$ cat config.mk
export PLATFORM = sky130hd
export DESIGN_NAME = amdc_eddy_current_sched_flat
export DESIGN_NICKNAME = d
export VERILOG_FILES = /design/src/rtl/amdc_eddy_current_sched_if.sv /design/src/rtl/amdc_eddy_current_sched.sv /design/src/flat_wrapper.sv
export SDC_FILE = /design/constraint.sdc
export NUM_CORES = 1
export LEC_CHECK = 0
export ABC_AREA = 1
export CAP_MARGIN = 20
export CORE_MARGIN = 8
export CORE_UTILIZATION = 45
export DETAILED_ROUTE_END_ITERATION = 10
export GPL_TIMING_DRIVEN = 0
export PLACE_DENSITY = 0.81
export SLEW_MARGIN = 5
export SYNTH_ARGS = -nofsm -noshare
export SYNTH_HDL_FRONTEND = slang
export SYNTH_SLANG_ARGS = --single-unit
$ cat constraint.sdc
create_clock -name clk -period 2.57 [get_ports clk]
set_clock_uncertainty 0.15 [all_clocks]
set_input_delay 0.514 -clock clk [delete_from_list [all_inputs] [get_ports clk]]
set_output_delay 0.514 -clock clk [all_outputs]
set_load 0.005 [all_outputs]
$ cat src/rtl/amdc_eddy_current_sched_if.sv
// Signal bundle between the eddy-current sample scheduler and its controller.
// slave = scheduler side, master = controller / testbench side.
interface amdc_eddy_current_sched_if;
  logic        enable;
  logic [1:0]  trig_mask;
  logic        carrier_high;
  logic        carrier_low;
  logic        sw_trig;
  logic        adc_start;
  logic        adc_done;
  logic [17:0] adc_data_x;
  logic [17:0] adc_data_y;
  logic [17:0] data_x;
  logic [17:0] data_y;
  logic        data_valid;
  logic [15:0] sample_cnt;
  logic        busy;
  logic        overrun;
  logic        overrun_clr;
  logic        timeout_err;
  logic        err_clr;

  modport slave (
    input  enable, trig_mask, carrier_high, carrier_low, sw_trig,
    input  adc_done, adc_data_x, adc_data_y, overrun_clr, err_clr,
    output adc_start, data_x, data_y, data_valid, sample_cnt,
    output busy, overrun, timeout_err
  );

  modport master (
    output enable, trig_mask, carrier_high, carrier_low, sw_trig,
    output adc_done, adc_data_x, adc_data_y, overrun_clr, err_clr,
    input  adc_start, data_x, data_y, data_valid, sample_cnt,
    input  busy, overrun, timeout_err
  );
endinterface

$ cat src/rtl/amdc_eddy_current_sched.sv
// Schedules eddy-current sensor conversions on PWM carrier edges or software request.
// Optional conversion watchdog enabled by defining EDDY_SCHED_TIMEOUT_EN.
module amdc_eddy_current_sched #(
  parameter logic [15:0] TIMEOUT_CYCLES = 16'd4000
) (
  input  logic                          clk,
  input  logic                          rst,
  amdc_eddy_current_sched_if.slave      bus
);

  typedef enum logic [1:0] {
    S_IDLE    = 2'd0,
    S_START   = 2'd1,
    S_WAIT    = 2'd2,
    S_CAPTURE = 2'd3
  } state_t;

  state_t      r_state;
  state_t      w_next;
  logic        r_high_d;
  logic        r_low_d;
  logic        r_done_d;
  logic        r_adc_start;
  logic        r_data_valid;
  logic [17:0] r_data_x;
  logic [17:0] r_data_y;
  logic [15:0] r_sample_cnt;
  logic        r_overrun;
  logic        r_timeout_err;
  logic        w_rise_high;
  logic        w_rise_low;
  logic        w_rise_done;
  logic        w_trig;
  logic        w_busy;
  logic        w_timeout;
  logic        w_err_clr;

  assign w_rise_high = bus.carrier_high & ~r_high_d;
  assign w_rise_low  = bus.carrier_low  & ~r_low_d;
  assign w_rise_done = bus.adc_done     & ~r_done_d;
  assign w_trig      = bus.enable & ((w_rise_high & bus.trig_mask[0]) |
                                     (w_rise_low  & bus.trig_mask[1]) |
                                     bus.sw_trig);
  assign w_busy      = (r_state != S_IDLE);

`ifdef EDDY_SCHED_TIMEOUT_EN
  logic [15:0] r_to_cnt;

  always_ff @(posedge clk or posedge rst) begin
    if (rst) begin
      r_to_cnt <= 16'd0;
    end else if (r_state == S_WAIT) begin
      r_to_cnt <= r_to_cnt + 16'd1;
    end else begin
      r_to_cnt <= 16'd0;
    end
  end

  // A done edge in the final allowed cycle still counts as success.
  assign w_timeout = (r_state == S_WAIT) && (r_to_cnt == (TIMEOUT_CYCLES - 16'd1)) && !w_rise_done;
  assign w_err_clr = bus.err_clr;
`else
  logic w_unused_err_clr;
  assign w_unused_err_clr = bus.err_clr;
  assign w_timeout        = 1'b0;
  assign w_err_clr        = 1'b0;
`endif

  always_ff @(posedge clk or posedge rst) begin
    if (rst) begin
      r_state  <= S_IDLE;
      r_high_d <= 1'b0;
      r_low_d  <= 1'b0;
      r_done_d <= 1'b0;
    end else begin
      r_state  <= w_next;
      r_high_d <= bus.carrier_high;
      r_low_d  <= bus.carrier_low;
      r_done_d <= bus.adc_done;
    end
  end

  always_comb begin
    w_next = r_state;
    case (r_state)
      S_IDLE: begin
        if (w_trig) w_next = S_START;
        else        w_next = S_IDLE;
      end
      S_START:   w_next = S_WAIT;
      S_WAIT: begin
        if (w_rise_done)    w_next = S_CAPTURE;
        else if (w_timeout) w_next = S_IDLE;
        else                w_next = S_WAIT;
      end
      S_CAPTURE: w_next = S_IDLE;
      default:   w_next = S_IDLE;
    endcase
  end

  // Outputs are registered off the next state so they line up with START/CAPTURE.
  always_ff @(posedge clk or posedge rst) begin
    if (rst) begin
      r_adc_start   <= 1'b0;
      r_data_valid  <= 1'b0;
      r_data_x      <= 18'd0;
      r_data_y      <= 18'd0;
      r_sample_cnt  <= 16'd0;
      r_overrun     <= 1'b0;
      r_timeout_err <= 1'b0;
    end else begin
      r_adc_start  <= (w_next == S_START);
      r_data_valid <= (w_next == S_CAPTURE);
      if (w_next == S_CAPTURE) begin
        r_data_x     <= bus.adc_data_x;
        r_data_y     <= bus.adc_data_y;
        r_sample_cnt <= r_sample_cnt + 16'd1;
      end
      if (w_trig && w_busy) begin
        r_overrun <= 1'b1;
      end else if (bus.overrun_clr) begin
        r_overrun <= 1'b0;
      end
      if (w_timeout) begin
        r_timeout_err <= 1'b1;
      end else if (w_err_clr) begin
        r_timeout_err <= 1'b0;
      end
    end
  end

  assign bus.adc_start   = r_adc_start;
  assign bus.data_valid  = r_data_valid;
  assign bus.data_x      = r_data_x;
  assign bus.data_y      = r_data_y;
  assign bus.sample_cnt  = r_sample_cnt;
  assign bus.busy        = w_busy;
  assign bus.overrun     = r_overrun;
  assign bus.timeout_err = r_timeout_err;

endmodule

$ cat src/flat_wrapper.sv
// flat-port wrapper written by rule: the top's interface ports become plain ports
module amdc_eddy_current_sched_flat 
#(
  parameter logic [15:0] TIMEOUT_CYCLES = 16'd4000
)
  (clk, rst, bus_enable, bus_trig_mask, bus_carrier_high, bus_carrier_low, bus_sw_trig, bus_adc_done, bus_adc_data_x, bus_adc_data_y, bus_overrun_clr, bus_err_clr, bus_adc_start, bus_data_x, bus_data_y, bus_data_valid, bus_sample_cnt, bus_busy, bus_overrun, bus_timeout_err);
  amdc_eddy_current_sched_if bus_i ();
  input  logic clk;
  input  logic rst;
  input wire logic [$bits(bus_i.enable)-1:0] bus_enable;
  input wire logic [$bits(bus_i.trig_mask)-1:0] bus_trig_mask;
  input wire logic [$bits(bus_i.carrier_high)-1:0] bus_carrier_high;
  input wire logic [$bits(bus_i.carrier_low)-1:0] bus_carrier_low;
  input wire logic [$bits(bus_i.sw_trig)-1:0] bus_sw_trig;
  input wire logic [$bits(bus_i.adc_done)-1:0] bus_adc_done;
  input wire logic [$bits(bus_i.adc_data_x)-1:0] bus_adc_data_x;
  input wire logic [$bits(bus_i.adc_data_y)-1:0] bus_adc_data_y;
  input wire logic [$bits(bus_i.overrun_clr)-1:0] bus_overrun_clr;
  input wire logic [$bits(bus_i.err_clr)-1:0] bus_err_clr;
  output wire logic [$bits(bus_i.adc_start)-1:0] bus_adc_start;
  output wire logic [$bits(bus_i.data_x)-1:0] bus_data_x;
  output wire logic [$bits(bus_i.data_y)-1:0] bus_data_y;
  output wire logic [$bits(bus_i.data_valid)-1:0] bus_data_valid;
  output wire logic [$bits(bus_i.sample_cnt)-1:0] bus_sample_cnt;
  output wire logic [$bits(bus_i.busy)-1:0] bus_busy;
  output wire logic [$bits(bus_i.overrun)-1:0] bus_overrun;
  output wire logic [$bits(bus_i.timeout_err)-1:0] bus_timeout_err;
  assign bus_i.enable = bus_enable;
  assign bus_i.trig_mask = bus_trig_mask;
  assign bus_i.carrier_high = bus_carrier_high;
  assign bus_i.carrier_low = bus_carrier_low;
  assign bus_i.sw_trig = bus_sw_trig;
  assign bus_i.adc_done = bus_adc_done;
  assign bus_i.adc_data_x = bus_adc_data_x;
  assign bus_i.adc_data_y = bus_adc_data_y;
  assign bus_i.overrun_clr = bus_overrun_clr;
  assign bus_i.err_clr = bus_err_clr;
  assign bus_adc_start = bus_i.adc_start;
  assign bus_data_x = bus_i.data_x;
  assign bus_data_y = bus_i.data_y;
  assign bus_data_valid = bus_i.data_valid;
  assign bus_sample_cnt = bus_i.sample_cnt;
  assign bus_busy = bus_i.busy;
  assign bus_overrun = bus_i.overrun;
  assign bus_timeout_err = bus_i.timeout_err;
  amdc_eddy_current_sched #(.TIMEOUT_CYCLES(TIMEOUT_CYCLES)) u_core (.clk(clk), .rst(rst), .bus(bus_i));
endmodule
==> flow_summary.toml, run 1 <==
[cts]
hold_buffers = 0
htree_levels = 3
cts.reportedPaths.clkPinSlew_ps = 60
numClockSinks = 60
cts_tree = "yes"
worstSkewPairLatency_ps = 330
clockBufferDepth = 2
cts_resized = 0
numCtsBuffers = 9
postCtsSetupBuffers = 0
cts_root_buffer = "clkbuf_8"

[global_route]
antenna_found_initial = 0
grt_pass1_wl_mm = 12.6
grt-ovfl-total = 0
grt_max_degree = 32
first_global_vias = 2594
grt_usage_pct = 17.6

[finish]
finalNetCount = 496
fin_util_pct = 66.9
diodes = 0
layout-drive-gt1-share_pct = 8.89
fin_cells = 527
syn2layout_area_growth_pct = 46.8
fill_cells = 519

[placed_design]
post-dp-hpwl_mm = 5.75
globalplace.congestion = 0.891
port_buffers = 101
dp_cells = 512
place_ws_ps = 488

[sta]
rsz0062_at_grt = "no"
worstMarginPinSlew_ps = 660
maxSlewViolCount = 0
layout_setup_ws_ps = 336
fin_crit_sh_pct = 86.9
finalHoldViolCount = 0
setup_viol = 0
clock.fmax_ghz = 0.448
fin_crit_ps = 2230
setup_tns_ps = 0
slew_headroom_pct = 56.0
holdWs_ps = 318

[setup_path]
end_kind = "output port"
cp_cell_sequence = "inv_1, ha_1, inv_2, clkdlybuf4s50_1"
critPathKind = "reg2out"
worst_path_max_delay_cell = "clkdlybuf4s50_1"
arrival_ps = 1570
cp-start-kind = "flop"
cpPeakStageDelay_ps = 500
worstPathRequired_ps = 1910
crit_fanout = 3

[synthesis]
syn-cell-area_um2 = 2840
ys_types = 24
synth.area.mux_share_pct = 0
synth_top_family_by_area = "simple AND/OR/NAND/NOR gates"
synth_xor_area_share_pct = 0
synth_compound_area_share_pct = 0.528
synth_ff_type = "dfrtp_1"
async_flop_share_pct = 100
synth_warnings = 0
mappedNetlistNets = 383
synthSimpleGateAreaFrac_pct = 38.1
synth_fa_ha_area_share_pct = 1.32
synth-seq-area-share_pct = 52.8
synth_edf_count = 0
netlist_instances = 333
ys_seq_elements = 60
synth.avg_cell_area_um2 = 8.54

[detailed_routing]
wl_per_cell_um = 14.5
drt_iter0_markers = 116
dr.pass1.iters = 4
drc = 0
vias = 2598
postRouteAntennaNets = 0
avgViaCountPerCell = 4.93
routed_wl_mm = 7.62

[floorplan]
die_h_um = 95.5
pin_count = 104
coreArea_um2 = 6240
die-area_um2 = 9120
start_util_pct = 45.5
die_x_um = 95.5
rows = 29

[power_and_ir_drop]
power_leakage_nw = 1.97
ir_drop_mv = 0.557
p_per_area_nw_per_um2 = 996

[status]
status = "complete, no violations"

[min_path]
hold_path_class = "reg2reg"

[flow_run]
maxCapViolations = 0
## cell families (layout without fill, tap and decap cells)
kind of cell,count (synthesis),after routing
flops,60,60
fa+ha+maj,3,3
simple gates,231,231
compound gates,3,3
buf+inv,35,152
other cells,1,1
## Yosys cell counts, types with 2 or more instances
cell	n	area (um2)
buf_4	5	37.5
buf_6	7	78.8
clkbuf_1	4	15.0
dfrtp_1	60	1500
ha_1	3	37.5
inv_1	16	60.1
inv_2	3	11.3
nand2_1	140	526
nand2_8	2	40.0
nand3_1	49	245
nand3_2	2	20.0
nand3b_1	10	75.1
nand4_1	3	18.8
nor2_1	16	60.1
nor2_2	2	12.5
nor3_1	3	15.0
## critical path: cells and delay by family (launching register included)
| kind | cells | cell delay [ps] |
|---|---|---|
| adders and majority gates | 1 | 220 |
| DFF | 1 | 360 |
| buffers and inverters | 3 | 650 |
## where the power goes
group          leakage, nW  switching (mW)  internal, mW
sequential           0.773           0.187          1.26
combinational         1.09           0.923         0.914
clock                0.103           0.347         0.523
total                 1.97            1.46          2.70
## worst paths after layout
check	from	end	slack (ps)	depth (start not counted)
worst max-delay path	u_core.r_state[1]	bus_busy	340	4
worst min-delay path	u_core.bus.data_y[11]	u_core.bus.data_y[11]	320	2
worst max register to register	u_core.r_state[1]	u_core.bus.sample_cnt[1]	790	6
worst min register to register	u_core.bus.data_y[11]	u_core.bus.data_y[11]	320	2
max in group asynchronous	rst	u_core.bus.data_y[14]	1230	3
min in group asynchronous	rst	u_core.bus.data_x[9]	450	2
## flip-flops by register name, indices dropped and copies added (netlist names)
register / flops
u_core.bus.data_x: 18
u_core.bus.data_y: 18
u_core.bus.sample_cnt: 16
u_core.r_state: 2
u_core.bus.adc_start: 1
u_core.bus.data_valid: 1
u_core.bus.overrun: 1
u_core.r_done_d: 1
u_core.r_high_d: 1
u_core.r_low_d: 1
## layout by cell type (no fill, tap or decap), types with 2 or more instances in the layout
cell and instances:
inv_2 4, nand3_2 2, nor2_1 16, buf_6 7, nand2_8 2, nand2_1 140, nor2_2 2, clkbuf_8 12
dfrtp_1 60, nor3_1 3, nand3_1 49, inv_1 15, nand3b_1 10, clkbuf_1 6, clkdlybuf4s50_1 101, buf_4 5
ha_1 3, nand4_1 3
## stage by stage
stage | total power, mW | instance area [um2]
2_1_floorplan | 2.35 | 2840
3_3_place_gp | 3.26 | 3950
3_5_place_dp | 3.32 | 3970
4_1_cts | 4.21 | 4170
5_1_grt | 4.46 | 4170
6_report | 4.16 | 4170
## metal layers
metal / global-route usage (%) / routed length (um) / vias up
met4: 8.58 / 129 / 0
li1: - / - / 1282
met1: 20.8 / 3120 / 1207
met3: 6.46 / 732 / 10
met2: 27.9 / 3640 / 99
met5: 0 / 0 / -
## layout make-up
class | instances | area [um2] | share of cell area (%)
Sequential cell | 60 | 1500 | 36.0
Multi-Input combinational cell | 238 | 1140 | 27.3
Tap cell | 77 | 96.3 | 2.31
Inverter | 19 | 71.3 | 1.71
Timing Repair Buffer | 102 | 1030 | 24.7
Buffer | 16 | 131 | 3.15
Clock inverter | 1 | 30.0 | 0.720
Clock buffer | 14 | 173 | 4.14
(Power assumes the default switching activity.)
==> inputs of run 2 (changes only) <==
Settings changed: CORE_UTILIZATION 45 to 29, PLACE_DENSITY 0.81 to default.
==> flow_summary.toml, run 2 (same netlist as run 1, synthesis figures left out) <==
[status]
status = "complete, no violations"

[cts]
cts_resized = 0
postCtsSetupBuffers = 0
numClockSinks = 60
cts_tree = "yes"
cts_root_buffer = "clkbuf_8"
worstSkewPairLatency_ps = 330
numCtsBuffers = 9
htree_levels = 3
clockBufferDepth = 2
cts.reportedPaths.clkPinSlew_ps = 60
hold_buffers = 0

[placed_design]
globalplace.congestion = 0.805
dp_cells = 567
place_ws_ps = 459
post-dp-hpwl_mm = 5.88
port_buffers = 101

[sta]
fin_crit_ps = 2220
layout_setup_ws_ps = 345
finalHoldViolCount = 0
rsz0062_at_grt = "no"
worstMarginPinSlew_ps = 751
setup_viol = 0
slew_headroom_pct = 49.9
setup_tns_ps = 0
clock.fmax_ghz = 0.449
fin_crit_sh_pct = 86.6
maxSlewViolCount = 0

[detailed_routing]
routed_wl_mm = 7.94
dr.pass1.iters = 4
met2_length_mm = 3.58
postRouteAntennaNets = 0
drc = 0
wl_met3_um = 681
drt_iter0_markers = 145
avgViaCountPerCell = 4.40
wl_per_cell_um = 13.6
wl_met1_mm = 3.61
vias = 2567
routed.top_layer = "met4"

[finish]
diodes = 0
finalNetCount = 495
layout-drive-gt1-share_pct = 9.11
fill_cells = 988
syn2layout_area_growth_pct = 49.1
fin_cells = 583
mostFrequentLayoutCell = "nand2_1"
final_cell_mix = "140 x nand2_1, 101 x clkdlybuf4s50_1, 60 x dfrtp_1"

[setup_path]
reg2reg_to = "u_core.bus.data_y[16]"
r2r_slack_ps = 800
startpoint = "u_core.r_state[0]"
worstPathRequired_ps = 1910
worstRegToRegCells = 6
crit_fanout = 3
cp-endpoint = "bus_busy"
cp-start-kind = "flop"
arrival_ps = 1560
critPathKind = "reg2out"
r2r_start = "u_core.r_state[0]"
end_kind = "output port"

[min_path]
whs_path_depth = 2
hold_path_class = "reg2reg"

[power_and_ir_drop]
ir_drop_mv = 0.458
power_leakage_nw = 1.97
power.total_mw = 4.23
p_per_area_nw_per_um2 = 999

[floorplan]
rows = 36
die_h_um = 115
coreArea_um2 = 9640
pin_count = 104
start_util_pct = 29.5
die_x_um = 115
die-area_um2 = 13200

[flow_run]
maxCapViolations = 0

[global_route]
grt_usage_pct = 12.5
antenna_found_initial = 0
grt_max_degree = 61
first_global_vias = 2612
grt_pass1_wl_mm = 13.1
grt-ovfl-total = 0
-- run 2: per-layer routing --
metal	up-vias	track usage, %
met5	-	0
met4	0	3.68
met3	6	4.67
met2	78	19.1
met1	1205	16.0
li1	1278	-
-- run 2: metrics by stage --
step | utilization (%) | hold WS (ps) | area, um2
floorplan | - | 315 | 2840
global placement | 41.7 | 304 | 4020
detailed placement | 41.7 | 307 | 4020
CTS | 44.0 | 325 | 4240
global route | 44.0 | 350 | 4240
finish | 44.0 | 320 | 4240
-- run 2: area by class of cell --
class / instances / area, um2 / share of cell area (%)
Sequential cell: 60 / 1500 / 35.4
Tap cell: 133 / 166 / 3.93
Inverter: 19 / 73.8 / 1.74
Timing Repair Buffer: 101 / 1010 / 23.8
Clock buffer: 11 / 141 / 3.34
Buffer: 16 / 131 / 3.10
Multi-Input combinational cell: 238 / 1140 / 26.9
Clock inverter: 5 / 75.1 / 1.77
-- run 2: how the worst min path moves through the flow --
stage	endpoint	slack [ps]	start
floorplan	u_core.bus.data_x[10]	310	u_core.bus.data_x[10]
global placement	u_core.bus.data_x[6]	300	u_core.bus.data_x[6]
detailed placement	u_core.bus.data_x[16]	310	u_core.bus.data_x[16]
CTS	u_core.bus.data_x[4]	320	u_core.bus.data_x[4]
global route	u_core.bus.data_x[3]	350	u_core.bus.data_x[3]
finish	u_core.bus.data_x[4]	320	u_core.bus.data_x[4]
-- run 2: worst max-delay path: stages (launching register included) --
cell             delay, ps
dfrtp_1                320
inv_1                   60
ha_1                   250
inv_2                  100
clkdlybuf4s50_1        510
-- run 2: power by group --
part	switching (mW)	internal (mW)	total [mW]	leakage (nW)
clock network	0.368	0.568	0.937	0.113
logic	0.940	0.910	1.85	1.08
registers	0.184	1.26	1.45	0.773
==> inputs of run 3 (changes only) <==
Settings changed: TNS_END_PERCENT from default to 30.
==> results of run 3 <==
Final layout, timing and power as in run 2 (identical DEF).
